[config.mk]
export PLATFORM = sky130hd
export DESIGN_NAME = if_stage
export DESIGN_NICKNAME = d
export VERILOG_FILES = /design/src/rtl/cpu_pkg.sv /design/src/rtl/if_fetch_fifo.sv /design/src/rtl/if_stage.sv
export SDC_FILE = /design/constraint.sdc
export NUM_CORES = 1
export LEC_CHECK = 0
export BUFFER_PORTS_ARGS = -buffer_cell sky130_fd_sc_hd__buf_4
export CAP_MARGIN = 25
export CORE_ASPECT_RATIO = 1.75
export CORE_UTILIZATION = 50
export DETAILED_ROUTE_END_ITERATION = 16
export GPL_TIMING_DRIVEN = 0
export PLACE_DENSITY_LB_ADDON = 0.05
export SKIP_CTS_REPAIR_TIMING = 1
export SYNTH_ARGS = -nofsm -noshare
export SYNTH_HDL_FRONTEND = slang
export SYNTH_SLANG_ARGS = --single-unit
[constraint.sdc]
create_clock -name clk -period 10 [get_ports clk]
set_input_delay 3 -clock clk [delete_from_list [all_inputs] [get_ports clk]]
set_output_delay 3 -clock clk [all_outputs]
set_load 0.05 [all_outputs]
[src/rtl/cpu_pkg.sv]
// Shared fetch-path constants and types for the instruction-fetch stage.
package cpu_pkg;
  localparam int INS_W  = 32;
  localparam int ADDR_W = 32;

  localparam logic [INS_W-1:0] NOP_INS = 32'h0;

  localparam int IFCTRL_VALID  = 34;
  localparam int IFCTRL_BRANCH = 33;
  localparam int IFCTRL_STOP   = 32;

  typedef struct packed {
    logic [ADDR_W-1:0] addr;
    logic [INS_W-1:0]  ins;
  } fetch_ent_t;

  function automatic logic [31:0] sat_inc(input logic [31:0] v, input logic en);
    return (en && v != 32'hFFFF_FFFF) ? v + 32'd1 : v;
  endfunction
endpackage

[src/rtl/if_fetch_fifo.sv]
// In-order fetch buffer holding {addr, ins}; flush clears it in one cycle.
module if_fetch_fifo
  import cpu_pkg::*;
#(
  parameter int DEPTH = 2,
  localparam int AW = $clog2(DEPTH)
) (
  input  logic       clk,
  input  logic       rst_n,
  input  logic       push_i,
  input  fetch_ent_t wdata_i,
  input  logic       pop_i,
  input  logic       flush_i,
  output fetch_ent_t rdata_o,
  output logic [AW:0] count_o,
  output logic       empty_o,
  output logic       full_o
);
  fetch_ent_t      mem_q [DEPTH];
  logic [AW-1:0]   wp_q, rp_q;
  logic [AW:0]     cnt_q;

  assign rdata_o = mem_q[rp_q];
  assign count_o = cnt_q;
  assign empty_o = (cnt_q == '0);
  assign full_o  = (cnt_q == (AW+1)'(DEPTH));

  always_ff @(posedge clk or negedge rst_n) begin
    if (!rst_n) begin
      wp_q  <= '0;
      rp_q  <= '0;
      cnt_q <= '0;
    end else if (flush_i) begin
      wp_q  <= '0;
      rp_q  <= '0;
      cnt_q <= '0;
    end else begin
      if (push_i) wp_q <= wp_q + AW'(1);
      if (pop_i)  rp_q <= rp_q + AW'(1);
      case ({push_i, pop_i})
        2'b10:   cnt_q <= cnt_q + (AW+1)'(1);
        2'b01:   cnt_q <= cnt_q - (AW+1)'(1);
        default: cnt_q <= cnt_q;
      endcase
    end
  end

  // Storage needs no reset: entries are only read once counted valid.
  always_ff @(posedge clk) begin
    if (push_i && !flush_i) mem_q[wp_q] <= wdata_i;
  end
endmodule

[src/rtl/if_stage.sv]
// Instruction-fetch stage: owns the PC, keeps imem busy, feeds decode one word per cycle.
// Optional perf counters are built with `define IF_PERF_CNT_EN.
module if_stage
  import cpu_pkg::*;
#(
  parameter logic [ADDR_W-1:0] RESET_PC = '0,
  parameter int FIFO_DEPTH      = 2,
  parameter int MAX_OUTSTANDING = 2
) (
  input  logic              clk,
  input  logic              reset_n,
  input  logic              delay,
  input  logic [34:0]       IFControl,
  output logic [INS_W-1:0]  ins,
  output logic [ADDR_W-1:0] if_pc,
  output logic              imem_req,
  output logic [ADDR_W-1:0] imem_addr,
  input  logic              imem_ready,
  input  logic              imem_rvalid,
  input  logic [INS_W-1:0]  imem_rdata
`ifdef IF_PERF_CNT_EN
  ,
  output logic [31:0]       perf_fetch_cnt,
  output logic [31:0]       perf_bubble_cnt,
  output logic [31:0]       perf_flush_cnt
`endif
);
  localparam int CW = $clog2(FIFO_DEPTH) + 1;
  localparam int OW = $clog2(MAX_OUTSTANDING + 1);

  logic [ADDR_W-1:0] pc_q, pc_d, if_pc_q, if_pc_d, rsp_addr_q, rsp_addr_d;
  logic [INS_W-1:0]  ins_q, ins_d;
  logic [OW-1:0]     outst_q, outst_d, drop_q, drop_d;
  logic              run_q;

  logic              stop_req, redirect, advance, accept, rsp_live;
  logic              fifo_push, fifo_pop, fifo_empty, fifo_full;
  logic [CW-1:0]     fifo_cnt;
  fetch_ent_t        fifo_head;

  // Stop only counts alongside branch, so it never widens the redirect condition.
  assign stop_req = IFControl[IFCTRL_STOP] & IFControl[IFCTRL_BRANCH];
  assign redirect = !delay && (IFControl[IFCTRL_BRANCH] || stop_req);
  assign advance  = !delay && IFControl[IFCTRL_VALID] && !IFControl[IFCTRL_BRANCH];

  assign imem_req  = run_q && !delay && !redirect
                   && (int'(outst_q) < MAX_OUTSTANDING)
                   && (int'(fifo_cnt) + int'(outst_q) < FIFO_DEPTH);
  assign imem_addr = pc_q;
  assign accept    = imem_req && imem_ready;

  assign rsp_live  = imem_rvalid && (drop_q == '0);
  assign fifo_pop  = advance && !fifo_empty;
  assign fifo_push = rsp_live && !redirect && !(advance && fifo_empty);

  assign ins   = ins_q;
  assign if_pc = if_pc_q;

  if_fetch_fifo #(.DEPTH(FIFO_DEPTH)) u_fifo (
    .clk     (clk),
    .rst_n   (reset_n),
    .push_i  (fifo_push),
    .wdata_i ('{addr: rsp_addr_q, ins: imem_rdata}),
    .pop_i   (fifo_pop),
    .flush_i (redirect),
    .rdata_o (fifo_head),
    .count_o (fifo_cnt),
    .empty_o (fifo_empty),
    .full_o  (fifo_full)
  );

  always_comb begin
    pc_d       = pc_q;
    ins_d      = ins_q;
    if_pc_d    = if_pc_q;
    rsp_addr_d = rsp_addr_q;
    outst_d    = outst_q + OW'(accept) - OW'(imem_rvalid);
    drop_d     = drop_q;
    if (imem_rvalid && drop_q != '0) drop_d = drop_q - OW'(1);
    if (redirect) begin
      pc_d       = IFControl[ADDR_W-1:0];
      rsp_addr_d = IFControl[ADDR_W-1:0];
      ins_d      = NOP_INS;
      drop_d     = outst_q - OW'(imem_rvalid);
    end else begin
      if (accept)   pc_d       = pc_q + 32'd1;
      if (rsp_live) rsp_addr_d = rsp_addr_q + 32'd1;
      if (advance) begin
        if (!fifo_empty) begin
          ins_d   = fifo_head.ins;
          if_pc_d = fifo_head.addr;
        end else if (rsp_live) begin
          ins_d   = imem_rdata;
          if_pc_d = rsp_addr_q;
        end else begin
          ins_d   = NOP_INS;
        end
      end
    end
  end

  always_ff @(posedge clk or negedge reset_n) begin
    if (!reset_n) begin
      pc_q       <= RESET_PC;
      rsp_addr_q <= RESET_PC;
      ins_q      <= NOP_INS;
      if_pc_q    <= '0;
      outst_q    <= '0;
      drop_q     <= '0;
      run_q      <= 1'b0;
    end else begin
      pc_q       <= pc_d;
      rsp_addr_q <= rsp_addr_d;
      ins_q      <= ins_d;
      if_pc_q    <= if_pc_d;
      outst_q    <= outst_d;
      drop_q     <= drop_d;
      run_q      <= 1'b1;
    end
  end

  a_no_overflow: assert property (@(posedge clk) disable iff (!reset_n)
    !(fifo_push && fifo_full && !fifo_pop));

`ifdef IF_PERF_CNT_EN
  logic [31:0] fetch_cnt_q, bubble_cnt_q, flush_cnt_q;
  logic        delivered;
  assign delivered = !fifo_empty || rsp_live;

  always_ff @(posedge clk or negedge reset_n) begin
    if (!reset_n) begin
      fetch_cnt_q  <= '0;
      bubble_cnt_q <= '0;
      flush_cnt_q  <= '0;
    end else begin
      fetch_cnt_q  <= sat_inc(fetch_cnt_q,  advance && delivered);
      bubble_cnt_q <= sat_inc(bubble_cnt_q, advance && !delivered);
      flush_cnt_q  <= sat_inc(flush_cnt_q,  redirect);
    end
  end

  assign perf_fetch_cnt  = fetch_cnt_q;
  assign perf_bubble_cnt = bubble_cnt_q;
  assign perf_flush_cnt  = flush_cnt_q;
`endif
endmodule

==> results.cfg <==
[yosys]
synthDominantCellAreaShare_pct = 32.8
synthTopCellsByArea = edfxtp_1 33%, dfrtp_1 29%, mux2i_1 5.8%
synth_common_cells = 137 x dfrtp_1, 128 x edfxtp_1, 86 x nor2_1
async_reset_ff_share_pct = 51.7
ys_ff_latch = 265
yosysSeqAreaShare_pct = 62.0
syn_nets = 1083
ys_warn_count = 0
synth.avg_cell_area_um2 = 11.7
synth_most_common_cell = dfrtp_1
synth_edf_count = 128
synth_top_area_cell = edfxtp_1
synth_area_um2 = 11700
synth_cell_types = 56
ys.flop_type = dfrtp_1
synthCells = 1004

[die]
rows = 73
core-area_um2 = 22800
die_x_um = 118
ioPinCount = 169
dieArea_um2 = 24100
die_h_um = 205
initial_core_util_pct = 51.4

[status]
status = complete, no violations

[global_routing]
grt_max_degree = 86
grt_overflow_total = 0
antenna_found_initial = 0
grt_pass1_wl_mm = 49.3
track_usage_pct = 26.5
grt_pass1_vias = 8784

[finish]
fin_cells = 1520
multi_input_area_um2 = 4140
utilization_pct = 62.7
drive_gt1_share_pct = 18.6
num-fill-cells = 1912
nets = 1281
areaGrowthSynthToFinish_pct = 22.0
seq_area_um2 = 7270
n_antenna_cell = 0

[place]
placedCellCount = 1476
pre_cts_slack_ns = 2.96
gp_congestion = 0.911
hpwl_mm = 23.1
io_buffers = 166

[sta]
worst_slew_pin_slew_ns = 1.12
finalCriticalPeriod_ns = 7.05
slew_viol_final = 0
fin_crit_sh_pct = 70.5
timing.final.ws_setup_ns = 2.95
slew_headroom_pct = 25.0
fin_hold_ws_ns = 0.483
tns_ns = 0
finalSetupViolCount = 0
hold_violations = 0
fin_worst_skew_ns = 0.00708
rsz0062_at_grt = false
fmax_mhz = 142

[power]
p_leak_nw = 5.54
power_density_nw_per_um2 = 254
peakVddDrop_v = 0.000124

[cts]
cts_sinks = 265
cts_tree = done
clock_latency_ns = 0.52
root_buffer = clkbuf_16
cts_buffers = 24
clk_pin_slew_ns = 0.07
cts_htree_levels = 1
clockBufferDepth = 3

[routing]
num_vias = 8956
via_per_inst = 5.89
routed_wl_mm = 31.8
wl_per_cell_um = 20.9
first_pass_iters = 5
drt_iter0_drc = 531
drc = 0
ant_nets = 0

[setup_path]
worst-endpoint-arrival_ns = 4.05
r2r_start = drop_q[0]
cp-start-kind = input pin
end_kind = output port
slowest_delay_ns = 0.43
crit_path_start = IFControl[33]
reg2reg_depth = 9
worstPathCellList = clkbuf_8 > or4_4 > buf_6 > nor2_1 > buf_4
reg2reg_slack_ns = 6.63
crit_type = input pin to output port
rr_endpoint = u_fifo.mem_q[1][55]
cp.required_ns = 7.00
cp_slowest_cell = or4_4
critPathMaxFanout = 10

[worst_hold_path]
min_to = u_fifo.mem_q[0][56]
hp-class = flop to flop
hold_depth = 0
holdCritStartpoint = rsp_addr_q[24]

[flow_run]
drv_cap = 0
-- routing by layer --
metal | vias to the layer above | track usage [%] | wire length [µm] | part of all wire (%)
met2 | 293 | 48.0 | 16600 | 52
met3 | 91 | 2.76 | 1250 | 3.9
met5 | - | 0 | 0 | 0
met1 | 4379 | 30.3 | 12000 | 38
li1 | 4193 | - | - | -
met4 | 0 | 15.3 | 1910 | 6.0
-- flip-flops by register name, indices dropped and copies added, names as in the netlist --
signal	flops
outst_q	2
if_pc	32
drop_q	2
u_fifo.rp_q	1
rsp_addr_q	32
ins	32
run_q	1
u_fifo.mem_q	128
imem_addr	32
u_fifo.count_o	2
u_fifo.wp_q	1
-- cell usage in the layout, fill, tap and decap left out, types with 4 or more instances in the layout --
cell type	n
buf_4	165
dfrtp_1	137
edfxtp_1	128
nor2_1	84
o21ai_0	75
nand2_1	69
mux2i_1	68
a21oi_1	54
clkbuf_1	53
a22oi_1	31
nand3_1	27
a31oi_1	27
nand4_1	25
clkbuf_16	25
or4_1	24
nor3_1	19
and4_1	16
and3_1	15
o31ai_1	15
xnor2_1	13
a211oi_1	13
inv_1	12
nor4_1	11
o211ai_1	8
or3_1	8
and2_1	6
xor2_1	6
ha_1	6
clkinv_2	6
buf_1	5
a211o_1	5
clkbuf_8	4
buf_6	4
nand2b_1	4
bufinv_16	4
buf_12	4
-- final cells by class --
cell class / instances / share of cell area (%)
sequential: 265 / 50.8
clock inverter: 14 / 1.26
timing repair buffer: 172 / 9.51
tap: 300 / 2.62
buffer: 63 / 2.04
inverter: 12 / 0.314
multi-input combinational: 664 / 28.9
clock buffer: 30 / 4.57
-- critical path, delay by kind of cell --
family	cells	cell delay, ns
buffers and inverters	3	0.51
and+or+nand+nor	2	0.55
-- where the power goes --
part | internal (W) | switching [W] | total, W
combinational | 0.000375 | 0.000788 | 0.00116
sequential | 0.00135 | 0.000156 | 0.00151
clock | 0.000571 | 0.000403 | 0.000974
total | 0.00230 | 0.00135 | 0.00364
-- through the flow --
step / instance area (µm²) / power, W
CTS: 14300 / 0.00367
floorplan: 11700 / 0.00228
detailed placement: 13500 / 0.00270
finish: 14300 / 0.00364
global placement: 13400 / 0.00267
global route: 14300 / 0.00381
-- worst max-delay path by stage --
stage                          endpoint  slack, ns
global route                   imem_req       2.91
floorplan                      imem_req       2.65
global placement    u_fifo.mem_q[1][29]       0.77
CTS                            imem_req       2.95
finish                         imem_req       2.95
detailed placement             imem_req       2.96
-- cells by family after synthesis --
group | after synthesis | synth area share [%]
simple gates | 326 | 14.4
flops | 265 | 62.0
compound gates | 243 | 12.7
buf+inv | 75 | 2.88
mux | 68 | 5.80
xor+xnor | 19 | 1.42
fa+ha+maj | 7 | 0.810
other cells | 1 | 0.0320
(Power assumes the default switching activity.)
